## config.mk

```make
export PLATFORM = sky130hd
export DESIGN_NAME = uart_rx_oversampler_flat
export DESIGN_NICKNAME = d
export VERILOG_FILES = /design/src/rtl/uart_rx_oversampler_if.sv /design/src/rtl/uart_rx_oversampler.sv /design/src/flat_wrapper.sv
export SDC_FILE = /design/constraint.sdc
export NUM_CORES = 1
export LEC_CHECK = 0
export BUFFER_PORTS_ARGS = -buffer_cell sky130_fd_sc_hd__buf_2
export CORE_MARGIN = 2
export CORE_UTILIZATION = 45
export CTS_CLUSTER_SIZE = 28
export DETAILED_ROUTE_END_ITERATION = 6
export PLACE_DENSITY = 0.71
export SLEW_MARGIN = 10
export SYNTH_ARGS = -nofsm -noshare
export SYNTH_HDL_FRONTEND = slang
export SYNTH_SLANG_ARGS = --single-unit
```

## constraint.sdc

```tcl
create_clock -name clk_i -period 1.75 [get_ports clk_i]
set_input_delay 0.2625 -clock clk_i [delete_from_list [all_inputs] [get_ports clk_i]]
set_output_delay 0.2625 -clock clk_i [all_outputs]
set_load 0.05 [all_outputs]
```

## src/rtl/uart_rx_oversampler_if.sv

```systemverilog
// rtl/uart_rx_oversampler_if.sv - tick/rx inputs and received byte/flag outputs of the UART receiver
interface uart_rx_oversampler_if;
  logic       baud16x_tick;
  logic       rx;
  logic [7:0] rx_data;
  logic       rx_valid;
  logic       frame_err;
  logic       parity_err;
  logic       rx_busy;

  // Receiver side: consumes tick and line, drives byte and status
  modport slave (
    input  baud16x_tick,
    input  rx,
    output rx_data,
    output rx_valid,
    output frame_err,
    output parity_err,
    output rx_busy
  );

  // Controller side: supplies tick and line, observes byte and status
  modport master (
    output baud16x_tick,
    output rx,
    input  rx_data,
    input  rx_valid,
    input  frame_err,
    input  parity_err,
    input  rx_busy
  );
endinterface

```

## src/rtl/uart_rx_oversampler.sv

```systemverilog
// rtl/uart_rx_oversampler.sv - 16x oversampling UART receiver with mid-bit majority vote
module uart_rx_oversampler #(
  parameter bit PARITY_EN  = 1'b0,
  parameter bit PARITY_ODD = 1'b0
) (
  input  logic                  clk_i,
  input  logic                  rst_ni,
  uart_rx_oversampler_if.slave  bus
);

  typedef enum logic [2:0] {
    S_IDLE   = 3'd0,
    S_START  = 3'd1,
    S_DATA   = 3'd2,
    S_PARITY = 3'd3,
    S_STOP   = 3'd4
  } state_e;

  state_e     state_q, state_d;
  logic [3:0] tick_cnt_q, tick_cnt_d;
  logic [2:0] bit_cnt_q, bit_cnt_d;
  logic [7:0] shift_q, shift_d;
  logic       samp7_q, samp7_d;
  logic       samp8_q, samp8_d;
  logic       par_bad_q, par_bad_d;
  logic [7:0] rx_data_q, rx_data_d;
  logic       rx_valid_q, rx_valid_d;
  logic       frame_err_q, frame_err_d;
  logic       parity_err_q, parity_err_d;
  logic       rx_meta_q, rx_sync_q;
  logic       tick;
  logic       vote;

  assign tick = bus.baud16x_tick;

  // Third sample is taken live at tick 9 and voted with the two stored ones
  assign vote = (samp7_q & samp8_q) | (samp7_q & rx_sync_q) | (samp8_q & rx_sync_q);

  // Two-flop synchronizer for the asynchronous line; resets to idle-high
  always_ff @(posedge clk_i or negedge rst_ni) begin
    if (!rst_ni) begin
      rx_meta_q <= 1'b1;
      rx_sync_q <= 1'b1;
    end else begin
      rx_meta_q <= bus.rx;
      rx_sync_q <= rx_meta_q;
    end
  end

  // Frame state, counters, samples and registered outputs
  always_ff @(posedge clk_i or negedge rst_ni) begin
    if (!rst_ni) begin
      state_q      <= S_IDLE;
      tick_cnt_q   <= 4'd0;
      bit_cnt_q    <= 3'd0;
      shift_q      <= 8'd0;
      samp7_q      <= 1'b0;
      samp8_q      <= 1'b0;
      par_bad_q    <= 1'b0;
      rx_data_q    <= 8'd0;
      rx_valid_q   <= 1'b0;
      frame_err_q  <= 1'b0;
      parity_err_q <= 1'b0;
    end else begin
      state_q      <= state_d;
      tick_cnt_q   <= tick_cnt_d;
      bit_cnt_q    <= bit_cnt_d;
      shift_q      <= shift_d;
      samp7_q      <= samp7_d;
      samp8_q      <= samp8_d;
      par_bad_q    <= par_bad_d;
      rx_data_q    <= rx_data_d;
      rx_valid_q   <= rx_valid_d;
      frame_err_q  <= frame_err_d;
      parity_err_q <= parity_err_d;
    end
  end

  // Next-state logic; everything advances only on tick edges, pulses self-clear every clk
  always_comb begin
    state_d      = state_q;
    tick_cnt_d   = tick_cnt_q;
    bit_cnt_d    = bit_cnt_q;
    shift_d      = shift_q;
    samp7_d      = samp7_q;
    samp8_d      = samp8_q;
    par_bad_d    = par_bad_q;
    rx_data_d    = rx_data_q;
    rx_valid_d   = 1'b0;
    frame_err_d  = 1'b0;
    parity_err_d = 1'b0;

    if (tick) begin
      if (state_q != S_IDLE) begin
        tick_cnt_d = tick_cnt_q + 4'd1;
        if (tick_cnt_q == 4'd7) samp7_d = rx_sync_q;
        if (tick_cnt_q == 4'd8) samp8_d = rx_sync_q;
      end

      case (state_q)
        S_IDLE: begin
          if (!rx_sync_q) begin
            state_d    = S_START;
            tick_cnt_d = 4'd0;
            par_bad_d  = 1'b0;
          end
        end

        S_START: begin
          if (tick_cnt_q == 4'd9 && vote) begin
            // Line back high at mid start bit: treat as noise, no flags
            state_d    = S_IDLE;
            tick_cnt_d = 4'd0;
          end else if (tick_cnt_q == 4'd15) begin
            state_d   = S_DATA;
            bit_cnt_d = 3'd0;
          end
        end

        S_DATA: begin
          if (tick_cnt_q == 4'd9) shift_d = {vote, shift_q[7:1]};
          if (tick_cnt_q == 4'd15) begin
            if (bit_cnt_q == 3'd7) state_d = PARITY_EN ? S_PARITY : S_STOP;
            else                   bit_cnt_d = bit_cnt_q + 3'd1;
          end
        end

        S_PARITY: begin
          if (tick_cnt_q == 4'd9) par_bad_d = ((^shift_q) ^ vote) != PARITY_ODD;
          if (tick_cnt_q == 4'd15) state_d = S_STOP;
        end

        S_STOP: begin
          // Resolve at mid stop bit and leave at once so the next start edge is caught early
          if (tick_cnt_q == 4'd9) begin
            state_d    = S_IDLE;
            tick_cnt_d = 4'd0;
            if (!vote) begin
              frame_err_d = 1'b1;
            end else if (par_bad_q) begin
              parity_err_d = 1'b1;
            end else begin
              rx_data_d  = shift_q;
              rx_valid_d = 1'b1;
            end
          end
        end

        default: begin
          state_d    = S_IDLE;
          tick_cnt_d = 4'd0;
        end
      endcase
    end
  end

  assign bus.rx_data    = rx_data_q;
  assign bus.rx_valid   = rx_valid_q;
  assign bus.frame_err  = frame_err_q;
  assign bus.parity_err = parity_err_q;
  assign bus.rx_busy    = (state_q != S_IDLE);

endmodule

```

## src/flat_wrapper.sv

```systemverilog
// flat-port wrapper written by rule: the top's interface ports become plain ports
module uart_rx_oversampler_flat 
#(
  parameter bit PARITY_EN  = 1'b0,
  parameter bit PARITY_ODD = 1'b0
)
  (clk_i, rst_ni, bus_baud16x_tick, bus_rx, bus_rx_data, bus_rx_valid, bus_frame_err, bus_parity_err, bus_rx_busy);
  uart_rx_oversampler_if bus_i ();
  input  logic clk_i;
  input  logic rst_ni;
  input wire logic [$bits(bus_i.baud16x_tick)-1:0] bus_baud16x_tick;
  input wire logic [$bits(bus_i.rx)-1:0] bus_rx;
  output wire logic [$bits(bus_i.rx_data)-1:0] bus_rx_data;
  output wire logic [$bits(bus_i.rx_valid)-1:0] bus_rx_valid;
  output wire logic [$bits(bus_i.frame_err)-1:0] bus_frame_err;
  output wire logic [$bits(bus_i.parity_err)-1:0] bus_parity_err;
  output wire logic [$bits(bus_i.rx_busy)-1:0] bus_rx_busy;
  assign bus_i.baud16x_tick = bus_baud16x_tick;
  assign bus_i.rx = bus_rx;
  assign bus_rx_data = bus_i.rx_data;
  assign bus_rx_valid = bus_i.rx_valid;
  assign bus_frame_err = bus_i.frame_err;
  assign bus_parity_err = bus_i.parity_err;
  assign bus_rx_busy = bus_i.rx_busy;
  uart_rx_oversampler #(.PARITY_EN(PARITY_EN), .PARITY_ODD(PARITY_ODD)) u_core (.clk_i(clk_i), .rst_ni(rst_ni), .bus(bus_i));
endmodule
```

==> results of run 1 <==
## worst max-delay path, stage by stage (launching register included)
cell	delay (ns)
dfrtp_1	0.39
inv_2	0.08
ha_4	0.12
and3b_2	0.19
nand2_2	0.06
or3_4	0.39
buf_6	0.15
mux2_4	0.29
## cells by family after synthesis
family	count (synthesis)	synth area share (%)
compound gates	19	8.33
xor+xnor	7	4.46
fa+ha+maj	6	4.31
buf+inv	14	4.16
flops	34	50.7
mux	22	16.3
simple gates	38	11.7
## how the worst max path moves through the flow
stage / cells past startpoint / endpoint / from / slack [ns]
2_1_floorplan: 7 / u_core.bus.rx_data[0] / u_core.tick_cnt_q[1] / -0.04
3_3_place_gp: 7 / u_core.bus.rx_data[3] / u_core.tick_cnt_q[1] / -0.03
3_5_place_dp: 7 / u_core.bus.rx_data[3] / u_core.tick_cnt_q[1] / -0.08
4_1_cts: 7 / u_core.bus.rx_data[4] / u_core.tick_cnt_q[1] / -0.03
5_1_grt: 7 / u_core.bus.rx_data[3] / u_core.tick_cnt_q[1] / -0.06
6_report: 7 / u_core.bus.rx_data[4] / u_core.tick_cnt_q[1] / -0.02
## flip-flops by register name, summed over array words and instances (netlist names)
| register | cells |
|---|---|
| u_core.bit_cnt_q | 3 |
| u_core.bus.frame_err | 1 |
| u_core.bus.parity_err | 1 |
| u_core.bus.rx_data | 8 |
| u_core.bus.rx_valid | 1 |
| u_core.par_bad_q | 1 |
| u_core.rx_meta_q | 1 |
| u_core.rx_sync_q | 1 |
| u_core.samp7_q | 1 |
| u_core.samp8_q | 1 |
| u_core.shift_q | 8 |
| u_core.state_q | 3 |
| u_core.tick_cnt_q | 4 |
## layer usage
layer,track usage (%),up-vias,routed length (um)
met5,0,-,0
met4,9.90,0,78
met3,4.62,6,142
met2,27.4,24,1560
met1,22.5,568,1480
li1,-,571,-
## area by class of cell
class                      count  area, um2  area share, %
sequential                    34        855           40.3
multi-input combinational     92        785           37.0
timing repair buffer          40        283           13.3
clock buffer                   5       68.8           3.24
tap                           48       60.1           2.83
clock inverter                 3       45.0           2.12
inverter                       7       26.3           1.24
## cell usage after synthesis (2+ instances only)
master	n
nand2_1	11
xnor2_1	6
mux2_4	8
clkbuf_1	2
o2bb2ai_1	4
buf_2	2
a31oi_1	2
dfstp_2	2
o31ai_1	3
ha_1	5
mux2i_1	3
mux2_2	11
nand3_1	6
dfrtp_1	32
inv_1	7
buf_6	2
nand3b_1	3
nor2b_1	3
nor3_1	4
o21ai_0	4
nor2_1	5
## report_power, final
group | internal [W] | switching [W]
Combinational | 0.000487 | 0.000445
Clock | 0.000423 | 0.000304
Sequential | 0.000917 | 0.000109
## stage by stage
stage / worst slack, ns / util (%) / hold slack (ns)
final: -0.0238 / 58.4 / 0.0251
after global routing: -0.0637 / 58.4 / 0.0586
after CTS: -0.0330 / 57.7 / 0.0585
after detailed placement: -0.0841 / 52.9 / 0.350
after global placement: -0.0298 / 52.9 / 0.346
after floorplan: -0.0368 / - / -0.0331
## repair_timing
action / 4_1_cts / 5_1_grt
pin swaps: 2 / 2
gates resized for setup: 7 / 4
setup buffers: 4 / 2
gates cloned: 1 / 0
setup endpoints to repair: 8 / 13
==> flow_summary.yaml, run 1 <==
placed_design:
  dp.cells: 214
  place.gp.congestion: 0.898
  hpwl_um: 2220
  dpl-instance-area_mm2: 0.00192
  portBuffers: 15
routing:
  route.detailed.drc: 0
  wire_per_inst_um: 14.2
  drtPass1Iterations: 4
  vias_per_cell: 5.10
  num_vias: 1169
  wirelength_um: 3260
  final_antenna_net_count: 0
  drt_iter0_drc: 27
cells_and_area:
  fillCellCount: 322
  area_growth_pct: 26.1
  final_cell_area_mm2: 0.00212
  nNetsFinal: 189
  layout_commonest_cell: "dfrtp_1"
  instances_no_fill: 229
  antenna_cells: 0
  drive_above_1_share_pct: 42.5
  mostFrequentLayoutCells: "31 x dfrtp_1, 22 x buf_4, 15 x buf_2, 11 x mux2_2, 10 x nand2_1"
clocking:
  cts.sink_count: 34
  clock_latency_ns: 0.29
  ctsRootBufferMaster: "clkbuf_8"
  ctsHoldBuffers: 0
  h-tree-depth: 2
  cts_tree: "yes"
  cts_made_buffers: 5
  path_clk_slew_ns: 0.08
  clock_path_buffers: 2
floorplanning:
  start_util_pct: 46.3
  ios: 16
  fp.dieW_um: 65.2
  rows: 22
  coreArea_mm2: 0.00363
  die-height_um: 65.2
  dieArea_mm2: 0.00425
job:
  maxCapViolCount: 0
yosys:
  synth_flop_cell: "dfrtp_1"
  yosysWarnings: 0
  ys_seq_area_share_pct: 50.7
  synth_area_leader_cell: "dfrtp_1"
  synth_async_sr_flop_share_pct: 100
  synth_seq_cells: 34
  yosysTopAreaCellShare_pct: 47.6
  synth.distinct_cells: 36
  syn_inst: 140
  syn_avg_cell_area_um2: 12.0
  synth.area.top_cells: "dfrtp_1 48%, mux2_2 7.4%, mux2_4 7.1%"
  synth_nets: 149
  synth_area_mm2: 0.00168
  synth-edff-count: 0
sta:
  skew_ns: 0.00682
  setup_viol: 8
  slew_viol_final: 0
  hold_viol_final: 0
  rsz0062_at_grt: "yes"
  period_share_pct: 101
  setup_slack_ns: -0.0238
  fin_tns_setup_ns: -0.126
  period_minus_slack_ns: 1.77
  clock.fmax_mhz: 564
  tightest_slew_ns: 0.735
  slew_headroom_pct: 51.0
status:
  violations: "setup timing"
  status: "finished, violations left"
critical_path:
  critPathMaxFanout: 5
  r2r_end: "u_core.bus.rx_data[4]"
  rrSetupSlack_ns: -0.02
  startpoint_type: "flip-flop"
  required_ns: 1.93
  r2r-start: "u_core.tick_cnt_q[1]"
  path_class: "flip-flop to flip-flop"
  cp.arrival_ns: 1.96
  end_kind: "flip-flop"
  r2r_cells: 7
power_and_ir_drop:
  leakage_nw: 1.07
  ir_worst_vdd_v: 0.000730
  power_w: 0.00268
  p_per_area_mw_per_mm2: 1270
hold_path:
  hold_path.class: "input pin to async pin"
global_routing:
  grt_max_degree: 35
  grt_pass1_wl_um: 5600
  grt_pass1_vias: 1210
  grt_usage_pct: 17.6
  grt_remaining_overflow: 0
  antenna_found_initial: 0
(Power assumes the default switching activity.)
==> inputs of run 2 (changes only) <==
==> constraint.sdc (replaced) <==
create_clock -name clk_i -period 1.75 [get_ports clk_i]
set_input_delay 0.525 -clock clk_i [delete_from_list [all_inputs] [get_ports clk_i]]
set_output_delay 0.525 -clock clk_i [all_outputs]
set_load 0.05 [all_outputs]
==> flow_summary.yaml, run 2 (synthesis gave the netlist of run 1 again) <==
status:
  status: "finished, violations left"
  violations: "setup timing"
sta:
  rsz0062_at_grt: "yes"
  period_minus_slack_ns: 1.76
  clock.fmax_mhz: 567
  slew_headroom_pct: 71.8
  period_share_pct: 101
  tightest_slew_ns: 0.423
  hold_viol_final: 0
  slew_viol_final: 0
  skew_ns: 0.00795
  setup_viol: 5
  fin_tns_setup_ns: -0.0474
  setup_slack_ns: -0.0139
placed_design:
  place.gp.congestion: 0.870
  hpwl_um: 2260
  dpl-instance-area_mm2: 0.00192
  portBuffers: 15
critical_path:
  required_ns: 1.92
  path_class: "flip-flop to flip-flop"
  cp.arrival_ns: 1.94
  startpoint_type: "flip-flop"
  end_kind: "flip-flop"
  critPathMaxFanout: 5
routing:
  final_antenna_net_count: 0
  vias_per_cell: 5.10
  route.detailed.drc: 0
  drt_iter0_drc: 93
  num_vias: 1179
  drtPass1Iterations: 4
  wire_per_inst_um: 14.5
  wirelength_um: 3360
global_routing:
  grt_pass1_wl_um: 5400
  antenna_found_initial: 0
  grt_remaining_overflow: 0
  grt_usage_pct: 17.1
  grt_max_degree: 35
  grt_pass1_vias: 1150
cells_and_area:
  antenna_cells: 0
  area_growth_pct: 28.3
  post-route-util_pct: 59.4
  seqCellArea_um2: 857
  layout_commonest_cell: "dfrtp_1"
  multiInputGateArea_um2: 815
  mostFrequentLayoutCells: "29 x dfrtp_1, 25 x buf_4, 14 x buf_2, 11 x mux2_2, 10 x nand2_1"
  nNetsFinal: 191
  fillCellCount: 311
  drive_above_1_share_pct: 47.0
  final_cell_area_mm2: 0.00216
clocking:
  clock_path_buffers: 2
  ctsRootBufferMaster: "clkbuf_8"
  clock_latency_ns: 0.29
  cts_made_buffers: 5
  cts.sink_count: 34
  h-tree-depth: 2
  path_clk_slew_ns: 0.07
  cts_tree: "yes"
  ctsHoldBuffers: 0
power_and_ir_drop:
  ir_worst_vdd_v: 0.000642
  leakage_nw: 1.09
  p_per_area_mw_per_mm2: 1270
hold_path:
  hold_path.class: "input pin to async pin"
floorplanning:
  dieArea_mm2: 0.00425
  ios: 16
  die-height_um: 65.2
  rows: 22
  fp.dieW_um: 65.2
  coreArea_mm2: 0.00363
  start_util_pct: 46.3
job:
  maxCapViolCount: 0
run 2: critical path, cell delays in order (launching register included):
cell	delay [ns]
dfrtp_1	0.39
inv_2	0.09
ha_4	0.13
and3b_2	0.20
nand2_2	0.05
or3_4	0.34
buf_6	0.15
mux2_4	0.29
run 2: per-stage QoR:
stage	setup slack [ns]	std cells	power [W]	hold WS [ns]
after global placement	-0.0273	214	0.00179	0.350
after CTS	-0.0387	226	0.00262	0.275
after floorplan	-0.0368	140	0.00156	0.229
final	-0.0139	231	0.00274	0.251
after detailed placement	-0.111	214	0.00184	0.357
after global routing	-0.0682	231	0.00291	0.298
run 2: cell type report:
type | instances | area share, %
Clock buffer | 5 | 3.19
Clock inverter | 3 | 1.86
Sequential cell | 34 | 39.7
Tap cell | 48 | 2.78
Multi-Input combinational cell | 92 | 37.7
Timing Repair Buffer | 42 | 13.5
Inverter | 7 | 1.22
run 2: worst paths after layout:
check | from | endpoint | slack, ns | cells after the start
min | rst_ni | u_core.state_q[1] | 0.25 | 2
max | u_core.tick_cnt_q[1] | u_core.bus.rx_data[3] | -0.01 | 7
max reg2reg | u_core.tick_cnt_q[1] | u_core.bus.rx_data[3] | -0.01 | 7
max in group asynchronous | rst_ni | u_core.rx_meta_q | 1.16 | 2
min reg2reg | u_core.rx_meta_q | u_core.rx_sync_q | 0.37 | 0
min in group clk_i | bus_rx | u_core.rx_meta_q | 0.34 | 1
run 2: timing repair:
action	CTS	global route
endpoints found under the setup margin	9	22
pin swaps	1	5
gates resized for setup	14	7
gates cloned	1	0
buffers inserted	3	6
run 2: routing by layer:
layer / part of all wire, % / vias to the layer above / global-route usage, %
li1: - / 576 / -
met1: 44 / 571 / 21.8
met2: 51 / 25 / 28.1
met3: 3.4 / 7 / 4.11
met4: 2.0 / 0 / 7.03
met5: 0 / - / 0
run 2: power breakdown:
group          switching, W  internal, W  total, W
sequential         0.000119     0.000919   0.00104
clock              0.000288     0.000419  0.000706
combinational      0.000479     0.000519  0.000998
total              0.000886      0.00186   0.00274
